--- config.mk ---
export PLATFORM = sky130hd
export DESIGN_NAME = food_placer
export DESIGN_NICKNAME = d
export VERILOG_FILES = /design/src/rtl/snake_pkg.sv /design/src/rtl/lfsr16.sv /design/src/rtl/food_placer.sv
export SDC_FILE = /design/constraint.sdc
export NUM_CORES = 1
export LEC_CHECK = 0
export CAP_MARGIN = 20
export CORE_MARGIN = 5
export CORE_UTILIZATION = 47
export CTS_CLUSTER_SIZE = 14
export DETAILED_ROUTE_END_ITERATION = 8
export GPL_TIMING_DRIVEN = 1
export PLACE_DENSITY_LB_ADDON = 0.1
export SYNTH_ARGS = -nofsm -noshare
export SYNTH_HDL_FRONTEND = slang
export SYNTH_SLANG_ARGS = --single-unit
export TNS_END_PERCENT = 10
--- constraint.sdc ---
create_clock -name Clock -period 2.93 [get_ports Clock]
set_input_delay 0.879 -clock Clock [delete_from_list [all_inputs] [get_ports Clock]]
set_output_delay 0.879 -clock Clock [all_outputs]
set_load 0.005 [all_outputs]
--- src/rtl/snake_pkg.sv ---
// Shared types and grid helpers for the snake-game blocks.
package snake_pkg;

  localparam int DEF_ROWS = 8;
  localparam int DEF_COLS = 8;

  typedef enum logic [1:0] {
    IDLE = 2'd0,
    SCAN = 2'd1,
    WON  = 2'd2
  } placer_state_t;

  typedef struct packed {
    logic [7:0] row;
    logic [7:0] col;
  } rc_t;

  // Row-major split of a linear cell index.
  function automatic rc_t idx_to_rc(input int unsigned idx, input int unsigned cols);
    rc_t rc;
    rc.row = 8'(idx / cols);
    rc.col = 8'(idx % cols);
    return rc;
  endfunction

endpackage

--- src/rtl/lfsr16.sv ---
// Free-running 16-bit Galois LFSR (taps 16,14,13,11), loaded with seed on reset.
module lfsr16 (
  input  logic        Clock,
  input  logic        reset,
  input  logic [15:0] seed,
  output logic [15:0] q
);

  logic [15:0] q_q;
  logic [15:0] q_d;

  // Right-shifting Galois step: feedback bit XORs the tap mask.
  always_comb begin
    q_d = {1'b0, q_q[15:1]} ^ (q_q[0] ? 16'hB400 : 16'h0000);
  end

  // State register.
  always_ff @(posedge Clock) begin
    if (reset) begin
      q_q <= seed;
    end else begin
      q_q <= q_d;
    end
  end

  assign q = q_q;

endmodule

--- src/rtl/food_placer.sv ---
// Food placement, snake length, win detection and BCD score for the snake game.
module food_placer
  import snake_pkg::*;
#(
  parameter int          ROWS     = DEF_ROWS,
  parameter int          COLS     = DEF_COLS,
  parameter int          LEN_INIT = 2,
  parameter int          INIT_ROW = 3,
  parameter int          INIT_COL = 2,
  parameter logic [15:0] SEED     = 16'hACE1
) (
  input  logic                           Clock,
  input  logic                           reset,
  input  logic                           hit_score,
  input  logic [ROWS-1:0][COLS-1:0]      occupied_array,
  output logic [ROWS-1:0][COLS-1:0]      score_array,
  output logic [$clog2(ROWS*COLS+1)-1:0] snake_length,
  output logic                           busy,
  output logic                           winGame,
  output logic [3:0]                     digit_1,
  output logic [3:0]                     digit_10
);

  localparam int CELLS    = ROWS * COLS;
  localparam int IW       = $clog2(CELLS);
  localparam int LW       = $clog2(CELLS + 1);
  localparam int INIT_IDX = INIT_ROW * COLS + INIT_COL;
  localparam logic [CELLS-1:0] INIT_SCORE = {{(CELLS-1){1'b0}}, 1'b1} << INIT_IDX;

  placer_state_t    state_q, state_d;
  logic [IW-1:0]    idx_q, idx_d;
  logic [IW-1:0]    cnt_q, cnt_d;
  logic [LW-1:0]    len_q, len_d;
  logic [CELLS-1:0] score_q, score_d;
  logic [3:0]       d1_q, d1_d, d10_q, d10_d;
  logic             busy_q, busy_d, win_q, win_d;

  logic [15:0]      lfsr_s;
  logic [CELLS-1:0] occ_flat_s;
  logic [IW+1:0]    diff_s;
  logic [IW-1:0]    idx0_s;
  logic [LW-1:0]    len_inc_s;
  logic             unused_lfsr_s;

  lfsr16 u_lfsr (
    .Clock (Clock),
    .reset (reset),
    .seed  (SEED),
    .q     (lfsr_s)
  );

  assign occ_flat_s    = occupied_array;
  assign unused_lfsr_s = ^lfsr_s[15:IW];
  assign len_inc_s     = len_q + LW'(1);

  // Fold the raw LFSR slice into [0, CELLS) with a single conditional subtract.
  always_comb begin
    diff_s = {2'b00, lfsr_s[IW-1:0]} - (IW+2)'(CELLS);
    if (!diff_s[IW+1]) begin
      idx0_s = diff_s[IW-1:0];
    end else begin
      idx0_s = lfsr_s[IW-1:0];
    end
  end

  // Placement FSM with length and score bookkeeping.
  always_comb begin
    state_d = state_q;
    idx_d   = idx_q;
    cnt_d   = cnt_q;
    len_d   = len_q;
    score_d = score_q;
    d1_d    = d1_q;
    d10_d   = d10_q;
    case (state_q)
      IDLE: begin
        if (hit_score) begin
          len_d = len_inc_s;
          if (d1_q != 4'd9) begin
            d1_d = d1_q + 4'd1;
          end else if (d10_q != 4'd9) begin
            d1_d  = 4'd0;
            d10_d = d10_q + 4'd1;
          end else begin
            d1_d = d1_q;
          end
          score_d = '0;
          if (len_inc_s == LW'(CELLS)) begin
            state_d = WON;
          end else begin
            state_d = SCAN;
            idx_d   = idx0_s;
            cnt_d   = '0;
          end
        end else begin
          state_d = IDLE;
        end
      end
      SCAN: begin
        if (!occ_flat_s[idx_q]) begin
          score_d        = '0;
          score_d[idx_q] = 1'b1;
          state_d        = IDLE;
        end else if (cnt_q == IW'(CELLS - 1)) begin
          score_d = '0;
          state_d = WON;
        end else begin
          idx_d = (idx_q == IW'(CELLS - 1)) ? '0 : idx_q + IW'(1);
          cnt_d = cnt_q + IW'(1);
        end
      end
      WON: begin
        score_d = '0;
      end
      default: begin
        state_d = IDLE;
      end
    endcase
    busy_d = (state_d == SCAN);
    win_d  = (state_d == WON);
  end

  // State and output registers.
  always_ff @(posedge Clock) begin
    if (reset) begin
      state_q <= IDLE;
      idx_q   <= '0;
      cnt_q   <= '0;
      len_q   <= LW'(LEN_INIT);
      score_q <= INIT_SCORE;
      d1_q    <= 4'd0;
      d10_q   <= 4'd0;
      busy_q  <= 1'b0;
      win_q   <= 1'b0;
    end else begin
      state_q <= state_d;
      idx_q   <= idx_d;
      cnt_q   <= cnt_d;
      len_q   <= len_d;
      score_q <= score_d;
      d1_q    <= d1_d;
      d10_q   <= d10_d;
      busy_q  <= busy_d;
      win_q   <= win_d;
    end
  end

  assign score_array  = score_q;
  assign snake_length = len_q;
  assign busy         = busy_q;
  assign winGame      = win_q;
  assign digit_1      = d1_q;
  assign digit_10     = d10_q;

endmodule

==> flow_summary.yaml <==
run_status:
  outcome: "finished, final reports clean"
route:
  routed_wirelength_um: 13200
  drt_iter0_markers: 278
  via_per_inst: 5.509
  drc_errors: 0
  wl_per_cell_um: 17.19
  via_count: 4231
  firstDrtPassIters: 4
  detail-route-antenna-nets: 0
global_routing:
  busiest_layer: "met2"
  grt-ovfl-total: 0
  grt_usage_pct: 20.93
  grt_pass1_vias: 4132
  grt_max_degree: 32
  grtUsageMet1_pct: 26.38
  use_met3_pct: 4.967
  grt_use_met2_pct: 34.95
  grt_pass1_wl_um: 21270
  antenna_found_initial: 0
final_layout:
  syn_to_final_growth_pct: 38.82
  num-nets-final: 699
  drive_gt1_share_pct: 11.23
  diodes: 0
  fillers: 842
  final_area_sq_um: 6675
  final_common_cell: "clkdlybuf4s50_1"
  final_cell_mix: "147 x clkdlybuf4s50_1, 110 x dfxtp_1, 53 x a22o_1, 42 x nor2_1, 27 x buf_4"
  final_core_util_pct: 65.84
  fin_cells: 768
power_and_ir_drop:
  power_mw: 3.133
  switching_share_pct: 29.72
  power_frac_clock_pct: 28.3
  power_density_nw_per_um2: 469.4
  seqPwrFrac_pct: 51.3
  share_comb_of_total_power_pct: 20.4
  intPower_mw: 2.202
  power_switching_mw: 0.9313
  vdd_ir_drop_max_uv: 337.4
  power_leakage_nw: 2.419
timing:
  setup_violations: 0
  maxSlewHeadroom_pct: 61.26
  tns_ps: 0
  rsz0062_at_grt: "false"
  drv_slew: 0
  hold_viol_final: 0
  tightest_slew_ps: 579.0
  fmax_mhz: 366.8
  skew_ps: 10.38
  layout_setup_ws_ps: 203.7
  whs_ps: 421.6
  layout_min_cycle_time_ps: 2726
  period_share_pct: 93.05
logic_synthesis:
  syn_area_per_cell_sq_um: 10.23
  synth_cell_types: 62
  synth.area.top_cells: "dfxtp_1 46%, a22o_1 9.7%, mux2i_1 4.6%"
  synth_edf_count: 0
  ys.warnings.count: 0
  syn_inst: 470
  synthFlopType: "dfxtp_1"
  mappedNetlistNets: 542
  ys_seq_area_share_pct: 46.21
  synth_top_area_cell: "dfxtp_1"
  yosys.area.top_type_share_pct: 46.21
  ys_seq_elements: 111
  synth_area_sq_um: 4808
  synthArstFlopShare_pct: 0
cts:
  clk_pin_slew_ps: 110
  cts-htree-levels: 3
  cts_tree: "built"
  tritoncts.num_buffers: 9
  clk_latency_ps: 370
  cts-root-buf: "clkbuf_8"
  cts_max_path_buffers: 2
  cts_hold_buffers: 0
  postCtsSetupRepairBufs: 0
  cts_resized: 0
  clock-sinks: 111
floorplan:
  row_count: 37
  fp.dieW_um: 111.1
  die_y_um: 111.1
  dieArea_sq_um: 12350
  core_sq_um: 10140
  initial_core_util_pct: 47.43
  io_pins: 148
critical_path:
  crit_start: "occupied_array[50]"
  critPathLaunchType: "input port"
  criticalPathCategory: "in -> reg"
  crit_required_ps: 3250
  r2r-start: "idx_q[1]"
  crit_arrival_ps: 3040
  endpoint_kind: "register"
  cp_max_fo: 30
run:
  cap_viol_max_count: 0
place:
  hpwl_um: 9859
  place_ws_ps: -190.6
  place_congestion: 0.8986
  placed_cells: 752
  placed_area_sq_um: 6474
  io_buffers: 147
worst_hold_path:
  worstHoldStart: "u_lfsr.q[12]"
  hold_path.class: "reg -> reg"
[kinds of logic (layout without fill, tap and decap cells)]
| kind of cell | after synthesis | after routing | synth area share (%) |
|---|---|---|---|
| compound gates | 131 | 131 | 21.65 |
| xor+xnor | 13 | 13 | 2.368 |
| fa+ha+maj | 5 | 5 | 1.301 |
| buf+inv | 34 | 196 | 4.892 |
| flops | 111 | 111 | 46.21 |
| mux | 28 | 28 | 6.922 |
| simple gates | 148 | 148 | 16.65 |
[worst paths after layout]
kind | slack (ps) | to | depth (start not counted)
min reg2reg | 420 | u_lfsr.q[11] | 1
min | 420 | u_lfsr.q[11] | 1
max | 200 | score_array[11] | 9
max reg2reg | 290 | score_array[11] | 8
[cell type report]
| cell class | instances | area [sq um] | area share (%) |
|---|---|---|---|
| well taps | 136 | 170.2 | 2.549 |
| clock inverters | 7 | 77.57 | 1.162 |
| flip-flops and latches | 111 | 2223 | 33.31 |
| inverters | 4 | 15.01 | 0.2249 |
| repair buffers | 176 | 1714 | 25.68 |
| multi-input cells | 325 | 2351 | 35.22 |
| clock buffers | 9 | 123.9 | 1.856 |
[flip-flops by register name (all words and copies together), names as in the netlist]
name / cells
digit_10: 4
idx_q: 6
digit_1: 4
state_q: 2
busy: 1
snake_length: 7
cnt_q: 6
score_array: 64
winGame: 1
u_lfsr.q: 16
[critical path: stages]
cell	delay, ps
clkdlybuf4s50_1	470
mux2i_1	90
a221oi_2	340
a22o_1	200
nor3_2	50
and3_4	250
a211oi_4	370
buf_12	230
a22o_1	160
[synthesized netlist by cell type (2+ instances only)]
cell and instances:
dfxtp_1 111, a22o_1 53, nor2_1 42, nand2_1 26
mux2i_1 22, nand3_1 18, a21oi_1 16, nor2b_1 12
clkbuf_1 11, o21ai_0 11, o2bb2ai_1 11, buf_6 10
or2_2 8, xnor2_1 8, a31oi_1 7, or3_1 6
a22oi_1 5, ha_1 5, nand4_1 5, xor2_1 5
and2_1 4, and3_1 4, buf_2 4, inv_1 4
mux4_2 4, buf_4 3, nand2b_1 3, nor4_2 3
o211ai_1 3, or4_1 3, a211o_1 2, a211oi_1 2
a221oi_2 2, a32oi_1 2, mux2_1 2, nand3b_1 2
nor3_1 2, o22ai_1 2, o311ai_0 2, o31ai_1 2
or3b_1 2
[per-layer routing]
metal | vias up | wire (um)
met5 | - | 0
met3 | 19 | 760
li1 | 2075 | -
met4 | 0 | 303
met2 | 142 | 6303
met1 | 1995 | 5835
[power by group through the flow]
stage,Sequential [mW],Combinational (mW),Clock [mW]
after floorplan,1.61,0.438,0
after global placement,1.64,0.631,0
after detailed placement,1.64,0.639,0
after CTS,1.61,0.642,0.911
after global routing,1.62,0.695,0.981
final,1.61,0.638,0.888
Note: power is estimated with default switching activity, not from simulation.
